==> src/rtl/eh2_lsu_mmio_resp_pkg.sv <==
`default_nettype none
// ============================================================================
// Module   : eh2_lsu_mmio_resp_pkg
// Purpose  : Shared types and constants for the LSU MMIO responder.
//            - eh2_mmio_rsp_t : payload of one queued response
//            - MSCAUSE_*      : error cause codes, identical to the LSU fault
//                               encoding so the LSU can forward them unchanged
// Revision : 1.0 - initial release
// ============================================================================
package eh2_lsu_mmio_resp_pkg;

  localparam logic [3:0] MSCAUSE_NONE     = 4'h0;
  localparam logic [3:0] MSCAUSE_UNMAPPED = 4'h2;
  localparam logic [3:0] MSCAUSE_ILLEGAL  = 4'h6;

  // The response tag travels next to this payload in the queue because its
  // width is a per-instance parameter and cannot live in a package type.
  typedef struct packed {
    logic [31:0] rdata;
    logic        err;
    logic [3:0]  mscause;
  } eh2_mmio_rsp_t;

endpackage : eh2_lsu_mmio_resp_pkg
`default_nettype wire

==> src/rtl/eh2_lsu_mmio_rspq.sv <==
`default_nettype none
// ============================================================================
// Module   : eh2_lsu_mmio_rspq
// Purpose  : In-order response queue of DEPTH entries for the MMIO responder.
//            The head entry drives the outputs directly, so they hold steady
//            while the consumer stalls.
// Ports    : clk, rst_l        - clock, asynchronous active-low reset
//            scan_mode         - forces the local clock enables on
//            push, push_rsp,
//            push_tag          - enqueue one response (never while full)
//            pop_ready         - consumer accepts the head this cycle
//            full, valid       - queue state
//            head_rsp, head_tag- head entry
// Revision : 1.0 - initial release
// ============================================================================
module eh2_lsu_mmio_rspq
  import eh2_lsu_mmio_resp_pkg::*;
#(
  parameter int DEPTH     = 2,
  parameter int TAG_WIDTH = 3
) (
  input  logic                 clk,
  input  logic                 rst_l,
  input  logic                 scan_mode,
  input  logic                 push,
  input  eh2_mmio_rsp_t        push_rsp,
  input  logic [TAG_WIDTH-1:0] push_tag,
  input  logic                 pop_ready,
  output logic                 full,
  output logic                 valid,
  output eh2_mmio_rsp_t        head_rsp,
  output logic [TAG_WIDTH-1:0] head_tag
);

  localparam int PTR_W = $clog2(DEPTH);
  localparam int CNT_W = $clog2(DEPTH + 1);

  eh2_mmio_rsp_t        r_mem     [DEPTH];
  logic [TAG_WIDTH-1:0] r_tag_mem [DEPTH];
  logic [PTR_W-1:0]     r_wp;
  logic [PTR_W-1:0]     r_rp;
  logic [CNT_W-1:0]     r_count;

  logic w_pop;
  logic w_clken;

  assign valid   = (r_count != '0);
  assign full    = (r_count == CNT_W'(DEPTH));
  assign w_pop   = valid & pop_ready;
  // Queue state only moves on push or pop; scan forces the enable on.
  assign w_clken = push | w_pop | scan_mode;

  always_ff @(posedge clk or negedge rst_l) begin
    if (!rst_l) begin
      r_wp    <= '0;
      r_rp    <= '0;
      r_count <= '0;
      for (int i = 0; i < DEPTH; i++) begin
        r_mem[i]     <= '0;
        r_tag_mem[i] <= '0;
      end
    end else if (w_clken) begin
      if (push) begin
        r_mem[r_wp]     <= push_rsp;
        r_tag_mem[r_wp] <= push_tag;
        // DEPTH is a power of two, so the pointer wraps on overflow.
        r_wp            <= r_wp + PTR_W'(1);
      end
      if (w_pop) begin
        r_rp <= r_rp + PTR_W'(1);
      end
      if (push && !w_pop) begin
        r_count <= r_count + CNT_W'(1);
      end else if (!push && w_pop) begin
        r_count <= r_count - CNT_W'(1);
      end
    end
  end

  assign head_rsp = r_mem[r_rp];
  assign head_tag = r_tag_mem[r_rp];

endmodule : eh2_lsu_mmio_rspq
`default_nettype wire

==> src/rtl/eh2_lsu_mmio_resp.sv <==
`default_nettype none
// ============================================================================
// Module   : eh2_lsu_mmio_resp
// Purpose  : Target-side responder for word MMIO register accesses from the
//            LSU. Decodes the window, performs the register access at the
//            accept edge and returns an in-order tagged response.
// Ports    : clk, rst_l            - clock, asynchronous active-low reset
//            req_valid/req_ready   - request handshake
//            req_write, req_addr,
//            req_size, req_wdata,
//            req_tag               - request fields
//            rsp_valid/rsp_ready   - response handshake
//            rsp_rdata, rsp_err,
//            rsp_mscause, rsp_tag  - response fields (queue head)
//            busy                  - responses outstanding
//            scan_mode             - clock-enable override
// Revision : 1.0 - initial release
// ============================================================================
module eh2_lsu_mmio_resp
  import eh2_lsu_mmio_resp_pkg::*;
#(
  parameter logic [31:0] BASE_ADDR  = 32'hf00c_0000,
  parameter int          NUM_REGS   = 16,
  parameter int          RESP_DEPTH = 2,
  parameter int          TAG_WIDTH  = 3,
  parameter logic [31:0] ID_VALUE   = 32'h0000_0E12
) (
  input  logic                 clk,
  input  logic                 rst_l,
  input  logic                 req_valid,
  output logic                 req_ready,
  input  logic                 req_write,
  input  logic [31:0]          req_addr,
  input  logic [1:0]           req_size,
  input  logic [31:0]          req_wdata,
  input  logic [TAG_WIDTH-1:0] req_tag,
  output logic                 rsp_valid,
  input  logic                 rsp_ready,
  output logic [31:0]          rsp_rdata,
  output logic                 rsp_err,
  output logic [3:0]           rsp_mscause,
  output logic [TAG_WIDTH-1:0] rsp_tag,
  output logic                 busy,
  input  logic                 scan_mode
);

  localparam int          IDX_W    = $clog2(NUM_REGS);
  localparam logic [31:0] WIN_SIZE = 32'(4 * NUM_REGS);
  localparam logic [31:0] WIN_MASK = ~(WIN_SIZE - 32'd1);

  logic [31:0]      r_regs [NUM_REGS];
  logic             r_out_of_reset;

  logic             w_accept;
  logic             w_full;
  logic             w_in_win;
  logic             w_unmapped;
  logic             w_illegal;
  logic             w_err;
  logic [IDX_W-1:0] w_idx;
  logic [31:0]      w_rd_val;
  logic             w_wr_en;
  logic             w_reg_clken;
  eh2_mmio_rsp_t    w_push_rsp;
  eh2_mmio_rsp_t    w_head_rsp;

  // Holds req_ready low while reset is asserted; the queue itself would
  // otherwise look empty and advertise space.
  always_ff @(posedge clk or negedge rst_l) begin
    if (!rst_l) begin
      r_out_of_reset <= 1'b0;
    end else begin
      r_out_of_reset <= 1'b1;
    end
  end

  // No look-ahead on a same-cycle pop: a full queue stalls for one cycle.
  assign req_ready = r_out_of_reset & ~w_full;
  assign w_accept  = req_valid & req_ready;

  // Address decode
  assign w_in_win   = ((req_addr & WIN_MASK) == BASE_ADDR);
  assign w_idx      = req_addr[IDX_W+1:2];
  assign w_unmapped = ~w_in_win;
  assign w_illegal  = w_in_win & ((req_size != 2'd2) | (req_addr[1:0] != 2'b00));
  assign w_err      = w_unmapped | w_illegal;

  // Register 0 is the read-only ID; its array slot is never written.
  assign w_rd_val    = (w_idx == '0) ? ID_VALUE : r_regs[w_idx];
  assign w_wr_en     = w_accept & req_write & ~w_err & (w_idx != '0);
  assign w_reg_clken = w_wr_en | scan_mode;

  always_ff @(posedge clk or negedge rst_l) begin
    if (!rst_l) begin
      for (int i = 0; i < NUM_REGS; i++) begin
        r_regs[i] <= '0;
      end
    end else if (w_reg_clken) begin
      if (w_wr_en) begin
        r_regs[w_idx] <= req_wdata;
      end
    end
  end

  // Response build: unmapped takes priority over illegal.
  always_comb begin
    w_push_rsp         = '0;
    w_push_rsp.err     = w_err;
    w_push_rsp.mscause = w_unmapped ? MSCAUSE_UNMAPPED :
                         w_illegal  ? MSCAUSE_ILLEGAL  : MSCAUSE_NONE;
    w_push_rsp.rdata   = (!w_err && !req_write) ? w_rd_val : 32'd0;
  end

  eh2_lsu_mmio_rspq #(
    .DEPTH     (RESP_DEPTH),
    .TAG_WIDTH (TAG_WIDTH)
  ) u_rspq (
    .clk       (clk),
    .rst_l     (rst_l),
    .scan_mode (scan_mode),
    .push      (w_accept),
    .push_rsp  (w_push_rsp),
    .push_tag  (req_tag),
    .pop_ready (rsp_ready),
    .full      (w_full),
    .valid     (rsp_valid),
    .head_rsp  (w_head_rsp),
    .head_tag  (rsp_tag)
  );

  assign busy        = rsp_valid;
  assign rsp_rdata   = w_head_rsp.rdata;
  assign rsp_err     = w_head_rsp.err;
  assign rsp_mscause = w_head_rsp.mscause;

endmodule : eh2_lsu_mmio_resp
`default_nettype wire

==> config.mk <==
export PLATFORM = sky130hd
export DESIGN_NAME = eh2_lsu_mmio_resp
export DESIGN_NICKNAME = d
export VERILOG_FILES = /design/src/rtl/eh2_lsu_mmio_resp_pkg.sv /design/src/rtl/eh2_lsu_mmio_rspq.sv /design/src/rtl/eh2_lsu_mmio_resp.sv
export SDC_FILE = /design/constraint.sdc
export NUM_CORES = 1
export LEC_CHECK = 0
export ABC_AREA = 1
export CORE_MARGIN = 2
export CORE_UTILIZATION = 48
export DETAILED_ROUTE_END_ITERATION = 7
export MAX_ROUTING_LAYER = met4
export PLACE_DENSITY = 0.7
export SYNTH_ARGS = -nofsm -noshare
export SYNTH_HDL_FRONTEND = slang
export SYNTH_SLANG_ARGS = --single-unit
==> constraint.sdc <==
create_clock -name clk -period 1.8 [get_ports clk]
set_input_delay 0.18 -clock clk [delete_from_list [all_inputs] [get_ports clk]]
set_output_delay 0.18 -clock clk [all_outputs]
set_load 0.005 [all_outputs]
==> impl_metrics.ini <==
[power_and_ir_drop]
power_frac_comb_pct = 15.1
powerDensity_nw_per_um2 = 804
ir_worst_vdd_uv = 665
p_switching_mw = 8.65
pwr-share-seq_pct = 41.8
p_int_mw = 23.4
swShare_pct = 27.0
power.share.clock_pct = 43.1
power.leakage_nw = 19.9

[yosys]
synth_cells = 4392
yosysSeqAreaShare_pct = 45.4
synth.avg_cell_area_um2 = 7.35
synth_edf_count = 0
yosys.area_share.simple_pct = 27.1
yosysTopAreaCell = dfrtp_1
synthMuxAreaShare_pct = 0
synth_cell_types = 27
synth_adder_area_share_pct = 0.0775
synth_xor_area_share_pct = 0.109
syn_area_um2 = 32300
async_reset_ff_share_pct = 100
synth_top_family_by_area = simple AND/OR/NAND/NOR gates
synthTopCellsByArea = dfrtp_1 45%, nand2_1 17%, o21bai_1 11%
synth-compound-area-share_pct = 14.9
ys_ff_latch = 586
synth_flop_cell = dfrtp_1
synth_top_area_share_pct = 45.4
yosys_warnings = 0

[grt]
grt_max_degree = 78
grt_pass1_wl_um = 168000
antenna_found_initial = 0
track_usage_pct = 31.5
grt_pass1_vias = 29500
grt_overflow = 0

[placement]
gp_congestion = 0.898
hpwl_um = 67600
port_buffers = 115

[worst_setup_path]
crit_required_ps = 2290
cp-end-kind = register
crit_type = reg -> reg
cp_max_fo = 12
arrival_ps = 2470
start_kind = register

[die]
dieWidth_um = 263
coreArea_um2 = 66900
initial_core_util_pct = 48.2
die_area_um2 = 69300
ios = 118
rows = 95
die_h_um = 263

[finish]
drive_gt1_share_pct = 13.2
num_antenna_cells = 0
final_cell_mix = 1,401 x nand2_1, 585 x dfrtp_1, 583 x inv_1, 518 x nand3_1, 476 x o21bai_1
area_delta_synth_final_pct = 23.5
fin_util_pct = 59.6
fin_nets = 4657
final_common_cell = nand2_1

[route]
detail_route.vias_per_cell = 5.48
ant_nets = 0
wl_per_cell_um = 19.4
wirelength_um = 107000
routed-via-count = 30100
drc = 0
drt_iter0_drc = 3676
first_pass_iters = 6

[run]
cap_violations = 0

[sta]
slew_viol_final = 0
rsz0062_at_grt = yes
hold_viol = 0
layout_setup_ws_ps = -185
fin_crit_sh_pct = 110
setup_viol = 519
clock_skew_ps = 29.6
period_minus_slack_ps = 1980
hold_ws_ps = 53.0
fmax_mhz = 504
timing.setup.tns_ps = -48470

[clocking]
clk_pin_slew_ps = 60
cts_inserted_buffers = 67
clkLatencyLatePin_ps = 610
cts.path.max_buffers = 3
clock_sinks = 586
tritoncts = done
cts-root-buf = clkbuf_16
h-tree-depth = 3

[outcome]
status = complete, but fails checks
violations = negative setup slack

[min_path]
min_path_type = in -> async
-- path summary, 6_finish.rpt --
check	slack, ps	startpoint	cells past startpoint	end
max	-180	u_rspq.r_count[1]	10	r_regs[249]
min	50	rst_l	2	r_regs[72]
max reg2reg	-180	u_rspq.r_count[1]	10	r_regs[249]
min reg2reg	380	r_regs[487]	0	r_regs[487]
max in group asynchronous	930	rst_l	4	u_rspq.r_mem[7]
min in group clk	140	req_tag[0]	3	u_rspq.r_tag_mem[3]
-- critical path, cell delays in order (launching register included) --
cell and delay, ps:
dfrtp_1 390, a21boi_2 180, nand2_2 130, nor2_4 140, nand4_1 130, buf_6 170, buf_12 140, buf_12 150
buf_4 180, o21bai_1 150, nand2_1 80
-- state kept, by name (all words and copies together), names as in the netlist --
name,cells
u_rspq.r_wp,1
u_rspq.r_count,2
r_regs,507
r_out_of_reset,1
u_rspq.r_mem,68
u_rspq.r_rp,1
u_rspq.r_tag_mem,6
-- power by group through the flow --
stage          Clock (mW)  Sequential [mW]  Combinational (mW)
2_1_floorplan           0             13.6                1.78
3_3_place_gp            0             13.6                4.15
3_5_place_dp            0             13.6                4.16
4_1_cts              13.9             13.4                4.98
5_1_grt              14.5             13.4                5.22
6_report             13.8             13.4                4.84
-- layout make-up --
class	count	area [µm²]
clock buffer	96	1970
inverter	595	2240
timing repair buffer	483	5700
multi-input combinational	2847	14000
tap	873	1090
clock inverter	18	213
sequential	586	14700
fill	5914	27100
-- routing by layer --
metal | global-route usage [%] | share of wire [%] | vias to the layer above | wire (µm)
met1 | 43.3 | 42 | 14400 | 45300
met5 | - | 0 | - | 0
met4 | 9.27 | 2.6 | 0 | 2740
met3 | 5.47 | 9.7 | 210 | 10300
li1 | - | - | 14100 | -
met2 | 47.8 | 45 | 1447 | 48300
-- cells by family after synthesis --
group / after synthesis
buf+inv: 960
xor+xnor: 4
flops: 586
other cells: 2
compound gates: 717
fa+ha+maj: 2
simple gates: 2121
-- cells in the mapped netlist (4+ instances only) --
library cell and count:
a21oi_1 81, buf_1 59, buf_2 74, buf_4 10, buf_6 32, clkbuf_1 189
dfrtp_1 586, inv_1 584, inv_2 11, nand2_1 1426, nand3_1 549, nand4_1 16
nor2_1 110, nor2_2 15, o211ai_1 5, o21ai_0 146, o21ai_1 4, o21bai_1 480
-- through the flow --
stage          total power [mW]  worst slack [ps]  instance area (µm²)  cells
2_1_floorplan              15.4              29.2                32300   4393
3_3_place_gp               17.8              -488                36600   5336
3_5_place_dp               17.8              -516                36600   5336
4_1_cts                    32.3              -192                39600   5489
5_1_grt                    33.1              -238                39900   5498
6_report                   32.1              -185                39900   5498
-- what timing repair did --
action,4_1_cts,5_1_grt
pin swaps,21,30
cloned,15,7
hold endpoints to repair,479,0
hold buffers,1,0
buffers inserted,23,10
setup endpoints to repair,570,593
gates resized for setup,187,91
No activity file was read; power rests on OpenSTA's default activity.
